### config.mk
export PLATFORM = sky130hd
export DESIGN_NAME = multicycle_control
export DESIGN_NICKNAME = d
export VERILOG_FILES = /design/src/rtl/multicycle_control_pkg.sv /design/src/rtl/multicycle_control_instret_counter.sv /design/src/rtl/multicycle_control.sv
export SDC_FILE = /design/constraint.sdc
export NUM_CORES = 1
export LEC_CHECK = 0
export CORE_UTILIZATION = 49
export DETAILED_ROUTE_END_ITERATION = 10
export GPL_TIMING_DRIVEN = 0
export PLACE_DENSITY = 0.8
export SLEW_MARGIN = 20
export SYNTH_ARGS = -nofsm -noshare
export SYNTH_HDL_FRONTEND = slang
export SYNTH_SLANG_ARGS = --single-unit
### constraint.sdc
create_clock -name clock -period 2.2 [get_ports clock]
set_input_delay 0.33 -clock clock [delete_from_list [all_inputs] [get_ports clock]]
set_output_delay 0.33 -clock clock [all_outputs]
set_load 0.02 [all_outputs]
### src/rtl/multicycle_control_pkg.sv
// Shared RV32 definitions for the multicycle core: FSM state encodings,
// base-ISA opcode constants, datapath select codes and the control bundle
// used by the main control FSM (and by the ALU-control decoder).
// No ports; import with `import multicycle_control_pkg::*;`.
package multicycle_control_pkg;

  typedef enum logic [3:0] {
    S_FETCH     = 4'd0,
    S_DECODE    = 4'd1,
    S_MEM_ADDR  = 4'd2,
    S_MEM_READ  = 4'd3,
    S_MEM_WB    = 4'd4,
    S_MEM_WRITE = 4'd5,
    S_EXEC_R    = 4'd6,
    S_EXEC_I    = 4'd7,
    S_ALU_WB    = 4'd8,
    S_BRANCH    = 4'd9,
    S_JAL       = 4'd10,
    S_LUI       = 4'd11,
    S_TRAP      = 4'd12
  } state_e;

  localparam logic [6:0] OPC_OP     = 7'b0110011;
  localparam logic [6:0] OPC_OP_IMM = 7'b0010011;
  localparam logic [6:0] OPC_LOAD   = 7'b0000011;
  localparam logic [6:0] OPC_STORE  = 7'b0100011;
  localparam logic [6:0] OPC_BRANCH = 7'b1100011;
  localparam logic [6:0] OPC_JAL    = 7'b1101111;
  localparam logic [6:0] OPC_LUI    = 7'b0110111;

  localparam logic [1:0] SRCA_PC     = 2'b00;
  localparam logic [1:0] SRCA_RS1    = 2'b01;
  localparam logic [1:0] SRCA_OLDPC  = 2'b10;
  localparam logic [1:0] SRCA_ZERO   = 2'b11;

  localparam logic [1:0] SRCB_RS2    = 2'b00;
  localparam logic [1:0] SRCB_FOUR   = 2'b01;
  localparam logic [1:0] SRCB_IMM    = 2'b10;

  localparam logic [1:0] ALUOP_ADD   = 2'b00;
  localparam logic [1:0] ALUOP_SUB   = 2'b01;
  localparam logic [1:0] ALUOP_FUNCT = 2'b10;

  localparam logic [1:0] WB_ALUOUT   = 2'b00;
  localparam logic [1:0] WB_MDR      = 2'b01;
  localparam logic [1:0] WB_PC       = 2'b10;

  typedef struct packed {
    logic       pc_write;
    logic       ir_write;
    logic       mem_read;
    logic       mem_write;
    logic       iord;
    logic [1:0] alu_src_a;
    logic [1:0] alu_src_b;
    logic [1:0] alu_op;
    logic       reg_write;
    logic [1:0] mem_to_reg;
    logic       pc_source;
  } ctrl_t;

  // Dispatch target out of DECODE; anything not in the supported subset traps.
  function automatic state_e decode_next(input logic [6:0] opc);
    state_e nxt;
    case (opc)
      OPC_OP:              nxt = S_EXEC_R;
      OPC_OP_IMM:          nxt = S_EXEC_I;
      OPC_LOAD, OPC_STORE: nxt = S_MEM_ADDR;
      OPC_BRANCH:          nxt = S_BRANCH;
      OPC_JAL:             nxt = S_JAL;
      OPC_LUI:             nxt = S_LUI;
      default:             nxt = S_TRAP;
    endcase
    return nxt;
  endfunction

endpackage

### src/rtl/multicycle_control_instret_counter.sv
// Retired-instruction counter.
// Ports: clock, reset (sync active-low), inc (count one retirement this
// cycle), count (32-bit running total, wraps to zero).
module instret_counter (
  input  logic        clock,
  input  logic        reset,
  input  logic        inc,
  output logic [31:0] count
);

  logic [31:0] count_q;
  logic [31:0] count_d;

  always_comb begin
    count_d = count_q;
    if (inc) count_d = count_q + 32'd1;
  end

  always_ff @(posedge clock) begin
    if (!reset) count_q <= '0;
    else        count_q <= count_d;
  end

  assign count = count_q;

endmodule

### src/rtl/multicycle_control.sv
// Main control FSM for a multicycle RV32 subset core.
// Inputs: clock, reset (sync active-low), opcode (IR[6:0]), zero (ALU flag),
//   mem_ready (current memory access completes this cycle).
// Outputs: datapath strobes/selects (PCWrite, IRWrite, MemRead, MemWrite,
//   IorD, ALUSrcA, ALUSrcB, ALUOp, RegWrite, MemtoReg, PCSource), current
//   state encoding, sticky illegal flag and retired-instruction count.
//
// state     | meaning
// ----------+-----------------------------------------------
// FETCH     | read instruction at PC, PC+4 on mem_ready
// DECODE    | dispatch on opcode, precompute oldPC+imm
// MEM_ADDR  | rs1+imm effective address
// MEM_READ  | load access, held until mem_ready
// MEM_WB    | MDR -> rd
// MEM_WRITE | store access, held until mem_ready
// EXEC_R    | rs1 op rs2
// EXEC_I    | rs1 op imm
// ALU_WB    | ALUOut -> rd
// BRANCH    | compare, take ALUOut target if zero
// JAL       | PC -> rd, jump to ALUOut target
// LUI       | 0 + imm
// TRAP      | illegal opcode, absorbing until reset
module multicycle_control
  import multicycle_control_pkg::*;
(
  input  logic        clock,
  input  logic        reset,
  input  logic [6:0]  opcode,
  input  logic        zero,
  input  logic        mem_ready,
  output logic        PCWrite,
  output logic        IRWrite,
  output logic        MemRead,
  output logic        MemWrite,
  output logic        IorD,
  output logic [1:0]  ALUSrcA,
  output logic [1:0]  ALUSrcB,
  output logic [1:0]  ALUOp,
  output logic        RegWrite,
  output logic [1:0]  MemtoReg,
  output logic        PCSource,
  output logic [3:0]  state,
  output logic        illegal,
  output logic [31:0] instret
);

  state_e      state_q;
  state_e      state_d;
  ctrl_t       ctl;
  ctrl_t       ctl_out;
  logic        retire;
  logic [31:0] count;

  always_ff @(posedge clock) begin
    if (!reset) state_q <= S_FETCH;
    else        state_q <= state_d;
  end

  always_comb begin
    state_d = state_q;
    ctl     = '0;
    retire  = 1'b0;
    unique case (state_q)
      S_FETCH: begin
        ctl.mem_read  = 1'b1;
        ctl.alu_src_a = SRCA_PC;
        ctl.alu_src_b = SRCB_FOUR;
        ctl.alu_op    = ALUOP_ADD;
        if (mem_ready) begin
          ctl.pc_write = 1'b1;
          ctl.ir_write = 1'b1;
          state_d      = S_DECODE;
        end
      end
      S_DECODE: begin
        ctl.alu_src_a = SRCA_OLDPC;
        ctl.alu_src_b = SRCB_IMM;
        ctl.alu_op    = ALUOP_ADD;
        state_d       = decode_next(opcode);
      end
      S_EXEC_R: begin
        ctl.alu_src_a = SRCA_RS1;
        ctl.alu_src_b = SRCB_RS2;
        ctl.alu_op    = ALUOP_FUNCT;
        state_d       = S_ALU_WB;
      end
      S_EXEC_I: begin
        ctl.alu_src_a = SRCA_RS1;
        ctl.alu_src_b = SRCB_IMM;
        ctl.alu_op    = ALUOP_FUNCT;
        state_d       = S_ALU_WB;
      end
      S_LUI: begin
        ctl.alu_src_a = SRCA_ZERO;
        ctl.alu_src_b = SRCB_IMM;
        ctl.alu_op    = ALUOP_ADD;
        state_d       = S_ALU_WB;
      end
      S_ALU_WB: begin
        ctl.reg_write  = 1'b1;
        ctl.mem_to_reg = WB_ALUOUT;
        retire         = 1'b1;
        state_d        = S_FETCH;
      end
      S_MEM_ADDR: begin
        ctl.alu_src_a = SRCA_RS1;
        ctl.alu_src_b = SRCB_IMM;
        ctl.alu_op    = ALUOP_ADD;
        // IR is stable here; only load and store opcodes reach this state.
        state_d       = (opcode == OPC_LOAD) ? S_MEM_READ : S_MEM_WRITE;
      end
      S_MEM_READ: begin
        ctl.mem_read = 1'b1;
        ctl.iord     = 1'b1;
        if (mem_ready) state_d = S_MEM_WB;
      end
      S_MEM_WB: begin
        ctl.reg_write  = 1'b1;
        ctl.mem_to_reg = WB_MDR;
        retire         = 1'b1;
        state_d        = S_FETCH;
      end
      S_MEM_WRITE: begin
        ctl.mem_write = 1'b1;
        ctl.iord      = 1'b1;
        if (mem_ready) begin
          retire  = 1'b1;
          state_d = S_FETCH;
        end
      end
      S_BRANCH: begin
        ctl.alu_src_a = SRCA_RS1;
        ctl.alu_src_b = SRCB_RS2;
        ctl.alu_op    = ALUOP_SUB;
        ctl.pc_source = 1'b1;
        ctl.pc_write  = zero;
        retire        = 1'b1;
        state_d       = S_FETCH;
      end
      S_JAL: begin
        ctl.reg_write  = 1'b1;
        ctl.mem_to_reg = WB_PC;
        ctl.pc_write   = 1'b1;
        ctl.pc_source  = 1'b1;
        retire         = 1'b1;
        state_d        = S_FETCH;
      end
      S_TRAP: begin
        state_d = S_TRAP;
      end
      default: begin
        state_d = S_FETCH;
      end
    endcase
  end

  instret_counter u_instret (
    .clock (clock),
    .reset (reset),
    .inc   (retire & reset),
    .count (count)
  );

  // Reset is synchronous, but outputs must read as idle for the whole time
  // reset is low, not just from the next edge, so gate them combinationally.
  assign ctl_out  = reset ? ctl : '0;
  assign PCWrite  = ctl_out.pc_write;
  assign IRWrite  = ctl_out.ir_write;
  assign MemRead  = ctl_out.mem_read;
  assign MemWrite = ctl_out.mem_write;
  assign IorD     = ctl_out.iord;
  assign ALUSrcA  = ctl_out.alu_src_a;
  assign ALUSrcB  = ctl_out.alu_src_b;
  assign ALUOp    = ctl_out.alu_op;
  assign RegWrite = ctl_out.reg_write;
  assign MemtoReg = ctl_out.mem_to_reg;
  assign PCSource = ctl_out.pc_source;
  assign state    = reset ? state_q : S_FETCH;
  assign illegal  = reset & (state_q == S_TRAP);
  assign instret  = reset ? count : '0;

endmodule

==> impl_metrics.py <==
metrics = {
    "run_status": {
        "outcome": "finished clean",
    },
    "worst_setup_path": {
        "timing.critical_path.cells": "clkbuf_8 > nand2b_1 > nor4_2 > or2_2 > dlygate4sd2_1",
        "crit_type": "flop to output port",
        "critical_path.endpoint_type": "output port",
        "arrival_ns": 1.81,
        "critical-path-slowest-cell": "sky130_fd_sc_hd__dfxtp_2",
        "worstPathMaxFanout": 10,
        "regToRegSetupSlack_ns": 0.15,
        "cp-start-kind": "flop",
        "worst_ep_required_time_ns": 1.87,
        "timing.critical_path.slowest_cell_delay_ns": 0.47,
    },
    "global_routing": {
        "global_route.overflow_total": 0,
        "grt_antenna_before_repair": 0,
        "vias_in_the_first_global_route": 2340,
        "grt_pass1_wl_um": 11000,
        "grt_max_degree": 12,
        "grt_usage_pct": 26.3,
    },
    "placed_design": {
        "port_buffers": 62,
        "placed_cell_area_sq_um": 3140,
        "gp_congestion": 0.913,
        "detailedPlacementHpwl_um": 4690,
        "pre_cts_ws_ns": -0.573,
    },
    "pwr": {
        "leakage_power_total_nw": 1.35,
        "p_sw_share_pct": 37.3,
        "cellPowerDensity_nw_per_um2": 609,
        "internal_power_mw": 1.24,
        "power.share.combinational_pct": 36.8,
        "p_sw_mw": 0.737,
        "ir_drop_v": 0.000346,
        "power_frac_seq_pct": 37.4,
        "power.share.clock_pct": 25.8,
    },
    "synth": {
        "portion_of_synthesized_cell_area_occupied_by_the_leading_cell_type_pct": 29.7,
        "synth_area_leader_cell": "sky130_fd_sc_hd__dfxtp_1",
        "synth_edf_count": 0,
        "synth_area_sq_um": 2420,
        "ys_seq_elements": 36,
        "synth_async_sr_flop_share_pct": 0,
        "mappedNetlistNets": 326,
        "synthesis.instances": 314,
        "dominantRegCellSynth": "sky130_fd_sc_hd__dfxtp_1",
        "synth.yosys.seq_area_share_pct": 29.7,
        "synth_top_cells_by_count": "36 x sky130_fd_sc_hd__and2_1, 36 x sky130_fd_sc_hd__dfxtp_1, 36 x sky130_fd_sc_hd__nor2_1",
        "avgSynthCellArea_sq_um": 7.72,
        "synthTopCellsByArea": "sky130_fd_sc_hd__dfxtp_1 30%, sky130_fd_sc_hd__and2_1 9.3%, sky130_fd_sc_hd__nor2_1 5.6%",
        "ys_types": 52,
        "synth_warnings": 0,
    },
    "layout": {
        "n_antenna_cell": 0,
        "post_route_cells_drive_above_1_share_pct": 11.5,
        "area.growth.synth_to_final_pct": 33.6,
        "postLayoutCellArea_sq_um": 3240,
        "nNetsFinal": 395,
        "fillCellCount": 445,
    },
    "sta": {
        "fin_ws_ns": 0.0590,
        "final_hold_viol_count": 0,
        "maxSlewViolCount": 0,
        "worst_slew_pin_slew_ns": 0.587,
        "final.hold.worst_slack_ns": 0.485,
        "timing.final.setup_violations": 0,
        "rsz0062_at_grt": "true",
        "final_period_minus_worst_setup_slack_ns": 2.14,
        "fin_crit_sh_pct": 97.3,
        "clock_skew_ns": 0.0127,
        "timing.max_slew.rel_slack_pct": 59.8,
        "max_freq_mhz": 467,
    },
    "die": {
        "start_util_pct": 51.0,
        "die_width_um": 72.3,
        "row_count": 25,
        "design.core.area_sq_um": 4750,
        "die_height_um": 72.3,
        "dieArea_sq_um": 5230,
        "io-pin-count": 63,
    },
    "detailed_routing": {
        "met2_wirelength_um": 2980,
        "route.antenna.remaining_nets": 0,
        "drt_iter0_markers": 229,
        "vias_per_cell": 5.67,
        "drt_pass1_iterations": 4,
        "postRouteWirelength_um": 6480,
        "drt-wirelength-per-cell_um": 14.4,
        "vias": 2558,
        "detail_route.drc_violations": 0,
        "highest_layer": "met4",
        "wl_met3_um": 325,
        "drt-met1-wl_um": 3100,
    },
    "clock_network": {
        "cts_max_path_buffers": 2,
        "insertion_delay_ns": 0.29,
        "cts-buffers-inserted": 5,
        "num_clock_sinks": 36,
        "cts_hold_buffers": 0,
        "cts_tree": "done",
        "cts-root-buf": "sky130_fd_sc_hd__clkbuf_8",
        "clkSlewWorstSetupHoldPaths_ns": 0.08,
        "cts-htree-levels": 2,
    },
    "hold_path": {
        "min_path_type": "flop to flop",
    },
    "flow_run": {
        "timing.max_cap.violations": 0,
    },
}
[stage by stage]
stage          power [mW]  setup TNS [ns]  instances  utilization (%)
6_report             1.97               0        451             68.1
5_1_grt              2.08         -0.0323        451             68.1
4_1_cts              1.94               0        450             67.8
3_5_place_dp         1.43          -24.90        443             66.1
3_3_place_gp         1.43          -23.49        443             66.1
2_1_floorplan        1.19               0        314                -
[power groups by stage]
stage	Combinational [mW]	Clock (mW)	Sequential, mW
2_1_floorplan	0.467	0	0.726
3_3_place_gp	0.691	0	0.734
3_5_place_dp	0.698	0	0.735
4_1_cts	0.702	0.508	0.730
5_1_grt	0.794	0.540	0.742
6_report	0.727	0.509	0.738
[final cells by class]
| cell class | count | area, sq um | area share [%] |
|---|---|---|---|
| inverter | 7 | 26.3 | 0.811 |
| sequential | 36 | 724 | 22.4 |
| clock buffer | 7 | 86.3 | 2.67 |
| clock inverter | 1 | 7.51 | 0.232 |
| multi-input combinational | 254 | 1640 | 50.6 |
| timing repair buffer | 63 | 557 | 17.2 |
| tap | 67 | 83.8 | 2.59 |
| buffer | 16 | 116 | 3.59 |
[cells in the final DEF (no fill, tap or decap), types with 5 or more instances in the layout]
cell / n
sky130_fd_sc_hd__dlygate4sd2_1: 41
sky130_fd_sc_hd__and2_1: 36
sky130_fd_sc_hd__nor2_1: 35
sky130_fd_sc_hd__dfxtp_1: 33
sky130_fd_sc_hd__nand2_1: 23
sky130_fd_sc_hd__a21oi_1: 16
sky130_fd_sc_hd__xnor2_1: 14
sky130_fd_sc_hd__nand3_1: 12
sky130_fd_sc_hd__clkdlybuf4s50_1: 11
sky130_fd_sc_hd__and3_1: 9
sky130_fd_sc_hd__o21ai_0: 9
sky130_fd_sc_hd__clkbuf_8: 8
sky130_fd_sc_hd__xor2_1: 8
sky130_fd_sc_hd__or4_1: 8
sky130_fd_sc_hd__o31ai_1: 8
sky130_fd_sc_hd__clkbuf_2: 6
sky130_fd_sc_hd__inv_1: 5
sky130_fd_sc_hd__nor3_1: 5
sky130_fd_sc_hd__and4_1: 5
sky130_fd_sc_hd__a211oi_1: 5
[critical path: cells and delay by family, from the launching register on]
family                 cells  cell delay (ns)
buffers and inverters      2             0.55
and+or+nand+nor            3             0.51
DFF                        1             0.47
[kinds of logic after synthesis]
group                      share of synthesized area [%]
AOI/OAI and AO/OA                                   21.2
xor gates and xnor gates                            7.95
adders and majority gates                          0.516
buffers and inverters                               4.18
DFF                                                 29.7
muxes                                               1.29
and+or+nand+nor                                     35.1
[state kept, by name, summed over array words and instances, names as in the netlist]
register and cells:
u_instret.count 32, state_q 4
[repair_timing]
item,in CTS,in global routing
setup endpoints to repair,52,41
gates resized for setup,72,25
pin swaps,1,1
setup buffers,0,1
[routing by layer]
| layer | track usage [%] | vias to the layer above |
|---|---|---|
| li1 | - | 1272 |
| met1 | 35.2 | 1186 |
| met2 | 43.6 | 91 |
| met3 | 3.47 | 9 |
| met4 | 8.71 | 0 |
| met5 | 0 | - |
[worst paths after layout]
check | end | startpoint | cells past startpoint
min reg2reg | u_instret.count[31]$_SDFFE_PN0P_ | u_instret.count[31]$_SDFFE_PN0P_ | 2
max reg2reg | u_instret.count[13]$_SDFFE_PN0P_ | u_instret.count[3]$_SDFFE_PN0P_ | 5
min | u_instret.count[31]$_SDFFE_PN0P_ | u_instret.count[31]$_SDFFE_PN0P_ | 2
max | PCSource | state_q[2]$_SDFFE_PN0P_ | 5
(Power assumes the default switching activity.)
